<file path="src/rtl/net_generator.sv">
// Centre-net video mask for the pong playfield: configurable width, dash/gap,
// phase and mode, with the pixel decision registered one clock ahead.
module net_generator #(
   parameter int H_VISIBLE = 640,
   parameter int H_TOTAL   = 800,
   parameter int WIDTH     = 8,
   parameter int DASH_LEN  = 8,
   parameter int GAP_LEN   = 8,
   parameter int Y_OFFSET  = 12
) (
   input  logic       i_Clk,
   input  logic       i_Reset_n,
   input  logic       i_HReset,
   input  logic       i_VReset,
   input  logic [1:0] i_Mode,
   output logic       o_Video
);

   localparam int PERIOD = DASH_LEN + GAP_LEN;
   localparam int CW     = (H_TOTAL > 1) ? $clog2(H_TOTAL) : 1;
   localparam int PW     = (PERIOD > 1) ? $clog2(PERIOD) : 1;

   localparam logic [CW-1:0] COL_LAST = CW'(H_TOTAL - 1);
   localparam logic [CW:0]   X_LEFT   = (CW+1)'(H_VISIBLE/2 - WIDTH/2);
   localparam logic [CW:0]   X_END    = (CW+1)'(H_VISIBLE/2 - WIDTH/2 + WIDTH);
   localparam logic [PW-1:0] P_LAST   = PW'(PERIOD - 1);
   localparam logic [PW-1:0] P_INIT   = PW'(Y_OFFSET % PERIOD);
   localparam logic [PW:0]   P_MOD    = (PW+1)'(PERIOD);
   localparam logic [PW:0]   P_DASH   = (PW+1)'(DASH_LEN);

   localparam logic [1:0] MODE_OFF   = 2'd0;
   localparam logic [1:0] MODE_SOLID = 2'd1;
   localparam logic [1:0] MODE_SCROLL = 2'd3;

   generate
      if (WIDTH < 1 || (WIDTH % 2) != 0) begin : g_chk_width
         $error("net_generator: WIDTH must be even and >= 1");
      end
      if (DASH_LEN < 1 || GAP_LEN < 0) begin : g_chk_dash
         $error("net_generator: DASH_LEN must be >= 1 and GAP_LEN >= 0");
      end
      if (H_VISIBLE/2 - WIDTH/2 + WIDTH > H_VISIBLE) begin : g_chk_fit
         $error("net_generator: net does not fit inside the visible line");
      end
   endgenerate

   logic [CW-1:0] r_Col;
   logic [PW-1:0] r_P;
   logic [PW-1:0] r_Scroll;
   logic [1:0]    r_Mode;
   logic          r_Armed;
   logic          r_Video;

   logic          w_Frame;
   logic [CW-1:0] w_ColNext;
   logic [PW-1:0] w_ScrollInc;
   logic [PW-1:0] w_ScrollNext;
   logic [PW-1:0] w_PInc;
   logic [PW:0]   w_PSum;
   logic [PW-1:0] w_PFrame;
   logic [PW-1:0] w_PNext;
   logic [1:0]    w_ModeNext;
   logic          w_ArmedNext;
   logic          w_XOn;
   logic          w_VOn;

   // Everything below is the state the next clock will hold, so the output flop
   // can present the decision for a column during that column's own clock.
   always_comb begin
      w_Frame = i_HReset & i_VReset;

      w_ColNext = r_Col;
      if (i_HReset)
         w_ColNext = '0;
      else if (r_Col != COL_LAST)
         w_ColNext = r_Col + 1'b1;

      w_ScrollInc  = (r_Scroll == P_LAST) ? '0 : r_Scroll + 1'b1;
      w_ScrollNext = (w_Frame && i_Mode == MODE_SCROLL) ? w_ScrollInc : r_Scroll;

      // Both operands are already below PERIOD, so one conditional subtract wraps.
      w_PSum   = {1'b0, P_INIT} + {1'b0, w_ScrollNext};
      w_PFrame = (w_PSum >= P_MOD) ? PW'(w_PSum - P_MOD) : w_PSum[PW-1:0];
      w_PInc   = (r_P == P_LAST) ? '0 : r_P + 1'b1;

      w_PNext = r_P;
      if (w_Frame)
         w_PNext = w_PFrame;
      else if (i_HReset)
         w_PNext = w_PInc;

      w_ModeNext  = w_Frame ? i_Mode : r_Mode;
      w_ArmedNext = r_Armed | w_Frame;

      w_XOn = ({1'b0, w_ColNext} >= X_LEFT) && ({1'b0, w_ColNext} < X_END);

      case (w_ModeNext)
         MODE_OFF:   w_VOn = 1'b0;
         MODE_SOLID: w_VOn = 1'b1;
         default:    w_VOn = ({1'b0, w_PNext} < P_DASH);
      endcase
   end

   always_ff @(posedge i_Clk or negedge i_Reset_n) begin
      if (!i_Reset_n) begin
         r_Col    <= '0;
         r_P      <= P_INIT;
         r_Scroll <= '0;
         r_Mode   <= MODE_OFF;
         r_Armed  <= 1'b0;
         r_Video  <= 1'b0;
      end else begin
         r_Col    <= w_ColNext;
         r_P      <= w_PNext;
         r_Scroll <= w_ScrollNext;
         r_Mode   <= w_ModeNext;
         r_Armed  <= w_ArmedNext;
         r_Video  <= w_ArmedNext & w_XOn & w_VOn;
      end
   end

   assign o_Video = r_Video;

endmodule

</file>
<file path="config.mk">
export PLATFORM = sky130hd
export DESIGN_NAME = net_generator
export DESIGN_NICKNAME = d
export VERILOG_FILES = /design/src/rtl/net_generator.sv
export SDC_FILE = /design/constraint.sdc
export NUM_CORES = 1
export LEC_CHECK = 0
export ABC_AREA = 1
export BUFFER_PORTS_ARGS = -buffer_cell sky130_fd_sc_hd__buf_4
export CAP_MARGIN = 20
export CORE_MARGIN = 10
export CORE_UTILIZATION = 52
export CTS_BUF_LIST = sky130_fd_sc_hd__clkbuf_4 sky130_fd_sc_hd__clkbuf_8
export DETAILED_ROUTE_END_ITERATION = 8
export GPL_ROUTABILITY_DRIVEN = 0
export PLACE_DENSITY_LB_ADDON = 0.2
export SYNTH_ARGS = -nofsm -noshare
export SYNTH_HDL_FRONTEND = slang
export SYNTH_SLANG_ARGS = --single-unit
export TNS_END_PERCENT = 5
</file>
<file path="constraint.sdc">
create_clock -name i_Clk -period 1.9 [get_ports i_Clk]
set_clock_uncertainty 0.2 [all_clocks]
set_input_delay 0.19 -clock i_Clk [delete_from_list [all_inputs] [get_ports i_Clk]]
set_output_delay 0.19 -clock i_Clk [all_outputs]
set_load 0.02 [all_outputs]
</file>
# Yosys cells after proc, flatten, opt, wreduce, memory -nomap -nowiden
# Index checks and enable logic that the tools add are counted.
# word_totals
wordCells	37
input_bits	6
ff_bits	22
# classes
n_eq_ne	5
n_addsub	5
n_mux	10
reduce_logical	3
order_cmp	4
n_bitwise	4
# ops
cell	count
$mux W4	6
$mux W10	2
$add A10 B1 Y10 const B	1
$ge A10 B9 Y1 const B	1
$lt A10 B9 Y1 const B	1
$ne A10 B10 Y1 const B	1
$add A4 B1 Y4 const B	2
$eq A4 B4 Y1 const B	2
$add A4 B4 Y5 const A	1
$ge A5 B5 Y1 const B	1
$lt A4 B4 Y1 const B	1
$sub A4 B1 Y4 const B	1
$and A1 B1 Y1	3
$eq A2 B1 Y1 const B	1
$eq A2 B2 Y1 const B	1
$logic_and A1 B1 Y1	2
$logic_not A2 Y1	1
$mux W2	1
$pmux W1 S2	1
$or A1 B1 Y1	1

# Depth between registers and ports, before layout
# Gate-level depths: netlist (run 1).
# logic_depth
word_depth	10
depth_mapped	13

# Worst setup path after synthesis (run 1)
# Ideal clock, no wire load.
# synth_path
path_kind	register to register
start	register r_Scroll[0]
end	register r_Video (netlist: o_Video)
path_stages_with_launch	14
t_arrival_ns	1.250
period_less_slack_ns	1.564
slack_ns	0.336
setup_ns	0.114
n_path_buf	0
t_required_ns	1.586
cell_sequence	dfrtp_1 > ha_1 > nand2_1 > inv_1 > nor2_1 > nand2_1 > nand2_2 > inv_1 > nand2_1 > nand3_1 > nand2_1 > nand2_1 > nand2_1 > nor2_1
# synth_via
elab_chain_len	10
elab_cells_between_ends	12
# synth_lines
item	line_no	rtl
start, declared	49	logic [PW-1:0] r_Scroll;
start signal, assigned	115	r_Scroll <= w_ScrollNext;
$add A4 B1 Y4 / $eq A4 B4 Y1 (equally long branches)	78	w_ScrollInc = (r_Scroll == P_LAST) ? '0 : r_Scroll + 1'b1;
$mux W4 (*)	78	
$mux W4 (*)	79	w_ScrollNext = (w_Frame && i_Mode == MODE_SCROLL) ? w_ScrollInc : r_Scroll;
named net w_ScrollNext[2]	57	logic [PW-1:0] w_ScrollNext;
$add A4 B4 Y5 (*)	82	w_PSum = {1'b0, P_INIT} + {1'b0, w_ScrollNext};
$sub A4 B1 Y4 / $ge A5 B5 Y1 (equally long branches)	83	w_PFrame = (w_PSum >= P_MOD) ? PW'(w_PSum - P_MOD) : w_PSum[PW-1:0];
$mux W4 (*)	83	
$mux W4 (*)	87	if (w_Frame)
named net w_PNext[3]	61	logic [PW-1:0] w_PNext;
$lt A4 B4 Y1 (*)	100	default: w_VOn = ({1'b0, w_PNext} < P_DASH);
$pmux W1 S2 (*)	97	case (w_ModeNext)
$and A1 B1 Y1 (*)	118	r_Video <= w_ArmedNext & w_XOn & w_VOn;
end signal, assigned	118	
end, declared	52	logic r_Video;
# Mark *: on every way through the listed nets, which the timed path passes. The rest lies on a longest branch.

# Worst setup path in the final report (run 1)
# layout_path
start	register r_Col[1]
end	register r_Col[0]
# layout_via
elab_chain_len	3
# layout_lines
item	line_no	rtl
start, declared	47	logic [CW-1:0] r_Col;
start signal, assigned	113	r_Col <= w_ColNext;
$ne A10 B10 Y1	75	else if (r_Col != COL_LAST)
$mux W10	75	
$mux W10	73	if (i_HReset)
named net w_ColNext[0]	55	logic [CW-1:0] w_ColNext;
# The timed path passes the listed nets, and every way through them passes these cells.

==> flow_metrics.py, run 1 <==
metrics = {
    "timing": {
        "max_freq_mhz": 563,
        "finalSetupViolCount": 0,
        "final_hold_viol_count": 0,
        "timing.final.ws_setup_ps": 122,
        "finalCritPeriodShare_pct": 93.6,
        "worstMarginPinSlew_ps": 328,
        "hold_ws_ps": 77.8,
        "min_period_ps": 1780,
        "finalSetupTns_ps": 0,
        "relSlewSlack_pct": 77.9,
        "slew_viol_final": 0,
    },
    "critical_path": {
        "arrival_ps": 1830,
        "setup.worst_path.class": "flip-flop to flip-flop",
        "crit_path_start_kind": "flip-flop",
        "required_ps": 1950,
        "cp_cell_sequence": "ha_2 > nand2_2 > nor2_2 > inv_1 > nor4_2 > o21ai_0 > a21oi_1",
        "critPathMaxStageDelay_ps": 410,
        "slowest_stage": "dfrtp_1",
        "path_max_fanout": 5,
        "end_kind": "flip-flop",
    },
    "placed_design": {
        "place_ws_ps": 135,
        "placed_area_sq_mm": 0.00136,
        "io_buffers": 6,
        "dp_hpwl_microns": 2000,
    },
    "logic_synthesis": {
        "syn-cell-area_sq_mm": 0.00129,
        "yosys.area.top_type": "dfrtp_1",
        "yosysWarnings": 0,
        "syn_area_per_cell_sq_um": 7.41,
        "synth.most_common_cell": "nand2_1",
        "synth-edff-count": 0,
        "synth_top_area_share_pct": 38.8,
        "synth-async-reset-ratio_pct": 100,
        "syn_inst": 174,
        "synth_area_leaders": "dfrtp_1, nand2_1, inv_1, nand3_1, nor2_1",
        "ys_seq_area_share_pct": 42.9,
        "ys_ff_latch": 22,
        "synthFlopType": "dfrtp_1",
        "ys_top_cells_by_count": "nand2_1, inv_1, dfrtp_1, nor2_1, nand3_1",
        "synth_nets": 183,
        "ys_types": 28,
    },
    "die": {
        "die_w_microns": 69.8,
        "die_area_sq_mm": 0.00487,
        "chipHeight_microns": 69.8,
        "io_pins": 7,
        "fp-row-count": 17,
        "start_util_pct": 56.6,
        "core_region_area_sq_mm": 0.00228,
    },
    "clocking": {
        "htreeDepth": 1,
        "root_buffer": "clkbuf_4",
        "numCtsBuffers": 3,
        "clk_pin_slew_worst_paths_ps": 130,
        "cts_sinks": 22,
        "insertion_delay_ps": 310,
        "cts_tree": "built",
        "cts_buffer_depth": 2,
    },
    "detailed_routing": {
        "wl_microns": 2650,
        "wl_per_cell_microns": 12.1,
        "drcViolationCount": 0,
        "num_vias": 1123,
        "drt-pass1-iter-count": 4,
        "dr.first_iter.drc_count": 89,
        "final_antenna_net_count": 0,
        "top_layer_used": "met4",
        "vias_per_cell": 5.15,
        "wl_met3_microns": 146,
        "wl_met2_microns": 1260,
        "drt-met1-wl_microns": 1220,
    },
    "final_layout": {
        "fillers": 203,
        "drive_gt1_share_pct": 17.9,
        "area_delta_synth_final_pct": 15.1,
        "fin_area_sq_mm": 0.00148,
        "num_antenna_cells": 0,
        "num-nets-final": 200,
    },
    "global_routing": {
        "grt_pass1_vias": 1072,
        "grt_start_max_net_pins": 23,
        "track_usage_pct": 10.9,
        "antenna_found_initial": 0,
        "grt.overflow.total": 0,
        "grt_first_pass_wirelength_microns": 4630,
    },
    "outcome": {
        "outcome": "finished, final reports clean",
    },
    "pwr": {
        "ir_worst_vdd_mv": 0.538,
        "power_mw": 1.16,
        "power_density_mw_per_mm2": 783,
        "p_leak_nw": 0.791,
    },
    "worst_hold_path": {
        "hold_path_class": "input pin to asynchronous set/reset pin",
    },
    "job": {
        "max_cap_viol_count": 0,
    },
}
-- sequential cells by signal, summed over array words and instances, names as in the netlist --
signal,flops
r_Col,10
r_P,4
r_Scroll,4
r_Mode,2
o_Video,1
r_Armed,1
-- per-stage QoR --
stage / utilization, % / instances
after floorplan: - / 174
after global placement: 59.8 / 207
after detailed placement: 59.8 / 207
after CTS: 63.6 / 216
after global routing: 65.2 / 218
final: 65.2 / 218
-- cell families after synthesis --
group,count (synthesis),synth area share (%)
AO/OA/AOI/OAI,18,7.96
buffers and inverters,29,8.74
multiplexers,1,0.874
AND/OR/NAND/NOR,101,36.6
flip-flops,22,42.9
adder cells (fa/ha/maj),3,2.91
-- critical path, delay by kind of cell, from the launching register on --
family,cells,cell delay (ps)
simple gates,3,570
buf+inv,1,60
fa+ha+maj,1,210
compound gates,2,260
flops,1,410
-- cells in the final DEF, fill, tap and decap left out, types with 2 or more instances in the layout --
cell type	n
nand2_1	52
inv_1	26
dfrtp_1	20
nor2_1	16
nand3_1	13
buf_4	7
a21oi_1	6
dlygate4sd3_1	5
nand4_1	4
o21ai_0	4
nand2_2	3
nor2_2	3
clkbuf_4	3
o21ai_1	2
inv_2	2
nor3_1	2
a31oi_1	2
nor3_2	2
ha_2	2
dfstp_2	2
-- path summary, 6_finish.rpt --
kind                                    startpoint            endpoint  slack [ps]  depth (start not counted)
worst min register to register   r_Armed$_DFF_PN0_   r_Armed$_DFF_PN0_         270                          1
worst min-delay path                     i_Reset_n  r_Col[0]$_DFF_PN0_          80                          2
max in group asynchronous                i_Reset_n    r_P[3]$_DFF_PN1_        1120                          2
min in group i_Clk               r_Armed$_DFF_PN0_   r_Armed$_DFF_PN0_         270                          1
worst max register to register  r_Col[1]$_DFF_PN0_  r_Col[0]$_DFF_PN0_         120                          7
worst max-delay path            r_Col[1]$_DFF_PN0_  r_Col[0]$_DFF_PN0_         120                          7
-- where the power goes --
part           internal [mW]  switching [mW]  total, mW  leakage [nW]
combinational          0.124           0.153      0.278         0.490
sequential             0.559          0.0676      0.627         0.280
clock                  0.117           0.141      0.258        0.0210
-- layout make-up --
type	count	area (sq um)	area share, %
Inverter	28	105	7.08
Clock buffer	4	36.3	2.45
Sequential cell	22	553	37.3
Multi-Input combinational cell	123	641	43.2
Tap cell	28	35.0	2.36
Timing Repair Buffer	13	114	7.67
-- timing repair --
item	4_1_cts	5_1_grt
gates resized for setup	0	7
buffers inserted	0	2
hold endpoints to repair	29	0
hold buffers	5	0
endpoints found under the setup margin	0	3
-- routing by layer --
metal | global-route usage (%) | up-vias
met3 | 3.99 | 4
met5 | 0 | -
met2 | 17.3 | 19
met4 | 3.26 | 0
met1 | 13.5 | 512
li1 | - | 588
Power figures use the tool's default switching activity.
==> run 2, diff against run 1 <==
CAP_MARGIN = not set   (was 20)
CORE_UTILIZATION = 62   (was 52)
==> flow_metrics.py, run 2 (synthesis results as in run 1) <==
metrics = {
    "outcome": {
        "outcome": "finished, final reports clean",
    },
    "global_routing": {
        "grt_first_pass_wirelength_microns": 5080,
        "grt_pass1_vias": 1109,
        "grt.overflow.total": 0,
        "antenna_found_initial": 0,
        "grt_start_max_net_pins": 23,
        "track_usage_pct": 14.9,
    },
    "die": {
        "start_util_pct": 65.7,
        "io_pins": 7,
        "core_region_area_sq_mm": 0.00196,
        "die_area_sq_mm": 0.00430,
        "chipHeight_microns": 65.6,
        "fp-row-count": 16,
        "die_w_microns": 65.6,
    },
    "final_layout": {
        "reg_top3": "r_Col: 10 flops, r_P: 4 flops, r_Scroll: 4 flops",
        "drive_gt1_share_pct": 19.9,
        "final_cell_mix": "nand2_1, inv_1, dfrtp_1, nor2_1, nand3_1",
        "area_delta_synth_final_pct": 19.5,
        "mostFrequentLayoutCell": "nand2_1",
        "num_antenna_cells": 0,
        "num-nets-final": 201,
        "top_register": "r_Col",
        "largest_reg_flops": 10,
    },
    "critical_path": {
        "slowest_stage": "dlygate4sd3_1",
        "cp_common_cell": "nand2_1",
        "critPathMaxStageDelay_ps": 550,
        "r2r-start": "r_Col[0]$_DFF_PN0_",
        "r2r_slack_ps": 160,
        "arrival_ps": 1790,
        "crit_path_start_kind": "input pin",
        "required_ps": 1930,
        "path_max_fanout": 12,
        "setup.worst_path.class": "input pin to flip-flop",
        "reg2regPathDepth": 11,
        "worst_r2r_endpoint": "o_Video$_DFF_PN0_",
        "cp_cell_sequence": "dlygate4sd3_1 > buf_6 > nand2_4 > nor2_8 > nand2_1 > nand2_1 > nand2_1 > nand2_1 > nand3_2 > nand2_2 > nand2_1 > nand2_1 > nor2_1",
        "end_kind": "flip-flop",
    },
    "timing": {
        "max_freq_mhz": 570,
        "worstMarginPinSlew_ps": 296,
        "finalSetupTns_ps": 0,
        "relSlewSlack_pct": 80.3,
        "slew_viol_final": 0,
        "min_period_ps": 1750,
        "finalCritPeriodShare_pct": 92.4,
        "final_hold_viol_count": 0,
        "finalSetupViolCount": 0,
    },
    "pwr": {
        "ir_worst_vdd_mv": 0.725,
        "p_leak_nw": 0.821,
        "power_mw": 1.33,
        "power_density_mw_per_mm2": 863,
    },
    "clocking": {
        "numCtsBuffers": 3,
        "root_buffer": "clkbuf_4",
        "cts_tree": "built",
        "clk_pin_slew_worst_paths_ps": 130,
        "htreeDepth": 1,
        "cts_buffer_depth": 2,
        "cts_sinks": 22,
        "insertion_delay_ps": 320,
    },
    "detailed_routing": {
        "drcViolationCount": 0,
        "wl_microns": 3140,
        "dr.first_iter.drc_count": 125,
        "drt-pass1-iter-count": 6,
        "num_vias": 1215,
        "final_antenna_net_count": 0,
        "wl_per_cell_microns": 14.4,
        "vias_per_cell": 5.57,
    },
    "worst_hold_path": {
        "hold_path_class": "input pin to asynchronous set/reset pin",
    },
    "placed_design": {
        "io_buffers": 6,
        "dp_hpwl_microns": 2060,
    },
    "job": {
        "max_cap_viol_count": 0,
    },
}
==> run 2: cell count changes in the layout (fill, tap and decap cells not counted), sizes merged <==
cell,before,now
clkbuf,4,3
buf,8,9
bufinv,0,1
==> run 2: power by group <==
group	internal (mW)	switching [mW]	total, mW
sequential	0.560	0.0790	0.639
combinational	0.151	0.178	0.328
clock	0.214	0.149	0.363
==> run 2: layout make-up <==
cell class                 count  area (sq um)
clock inverter                 1          30.0
inverter                      28           105
sequential                    22           553
fill                         158           422
timing repair buffer          14           121
tap                           27          33.8
multi-input combinational    123           674
clock buffer                   3          22.5
==> run 2: stage by stage <==
stage	worst slack, ps	util (%)	area (sq um)	hold WS, ps	cells
after global placement	206	69.3	1360	-109	206
final	145	78.5	1540	75.1	218
after global routing	-15.8	78.5	1540	83.8	218
after floorplan	336	-	1290	-306	174
after CTS	86.7	74.6	1460	84.9	215
after detailed placement	133	69.3	1360	-104	206
==> run 2: how the worst max path moves through the flow <==
| stage | from | end | slack, ps | cells past startpoint |
|---|---|---|---|---|
| 2_1_floorplan | r_Scroll[0]$_DFF_PN0_ | o_Video$_DFF_PN0_ | 340 | 13 |
| 3_3_place_gp | r_Scroll[0]$_DFF_PN0_ | o_Video$_DFF_PN0_ | 210 | 13 |
| 3_5_place_dp | r_Col[1]$_DFF_PN0_ | r_Col[0]$_DFF_PN0_ | 130 | 7 |
| 4_1_cts | r_Col[1]$_DFF_PN0_ | r_Col[0]$_DFF_PN0_ | 90 | 7 |
| 5_1_grt | r_Col[1]$_DFF_PN0_ | o_Video$_DFF_PN0_ | -20 | 11 |
| 6_report | i_HReset | o_Video$_DFF_PN0_ | 150 | 13 |
==> run 2: metal layers <==
metal  vias to the layer above  wire [microns]  global-route usage (%)
met4                         0             108                    6.95
met3                        16             195                    3.22
met2                        60            1480                    24.0
li1                        586               -                       -
met5                         -               0                       0
met1                       553            1360                    18.4
==> run 2: timing repair <==
| action | in CTS | in global routing |
|---|---|---|
| hold endpoints to repair | 29 | 0 |
| endpoints found under the setup margin | 0 | 2 |
| buffers inserted | 0 | 3 |
| hold buffers | 5 | 0 |
| resized for setup | 0 | 12 |
==> run 2: critical path, delay by kind of cell <==
| family | cells | cell delay, ps |
|---|---|---|
| simple gates | 11 | 860 |
| buf+inv | 2 | 720 |
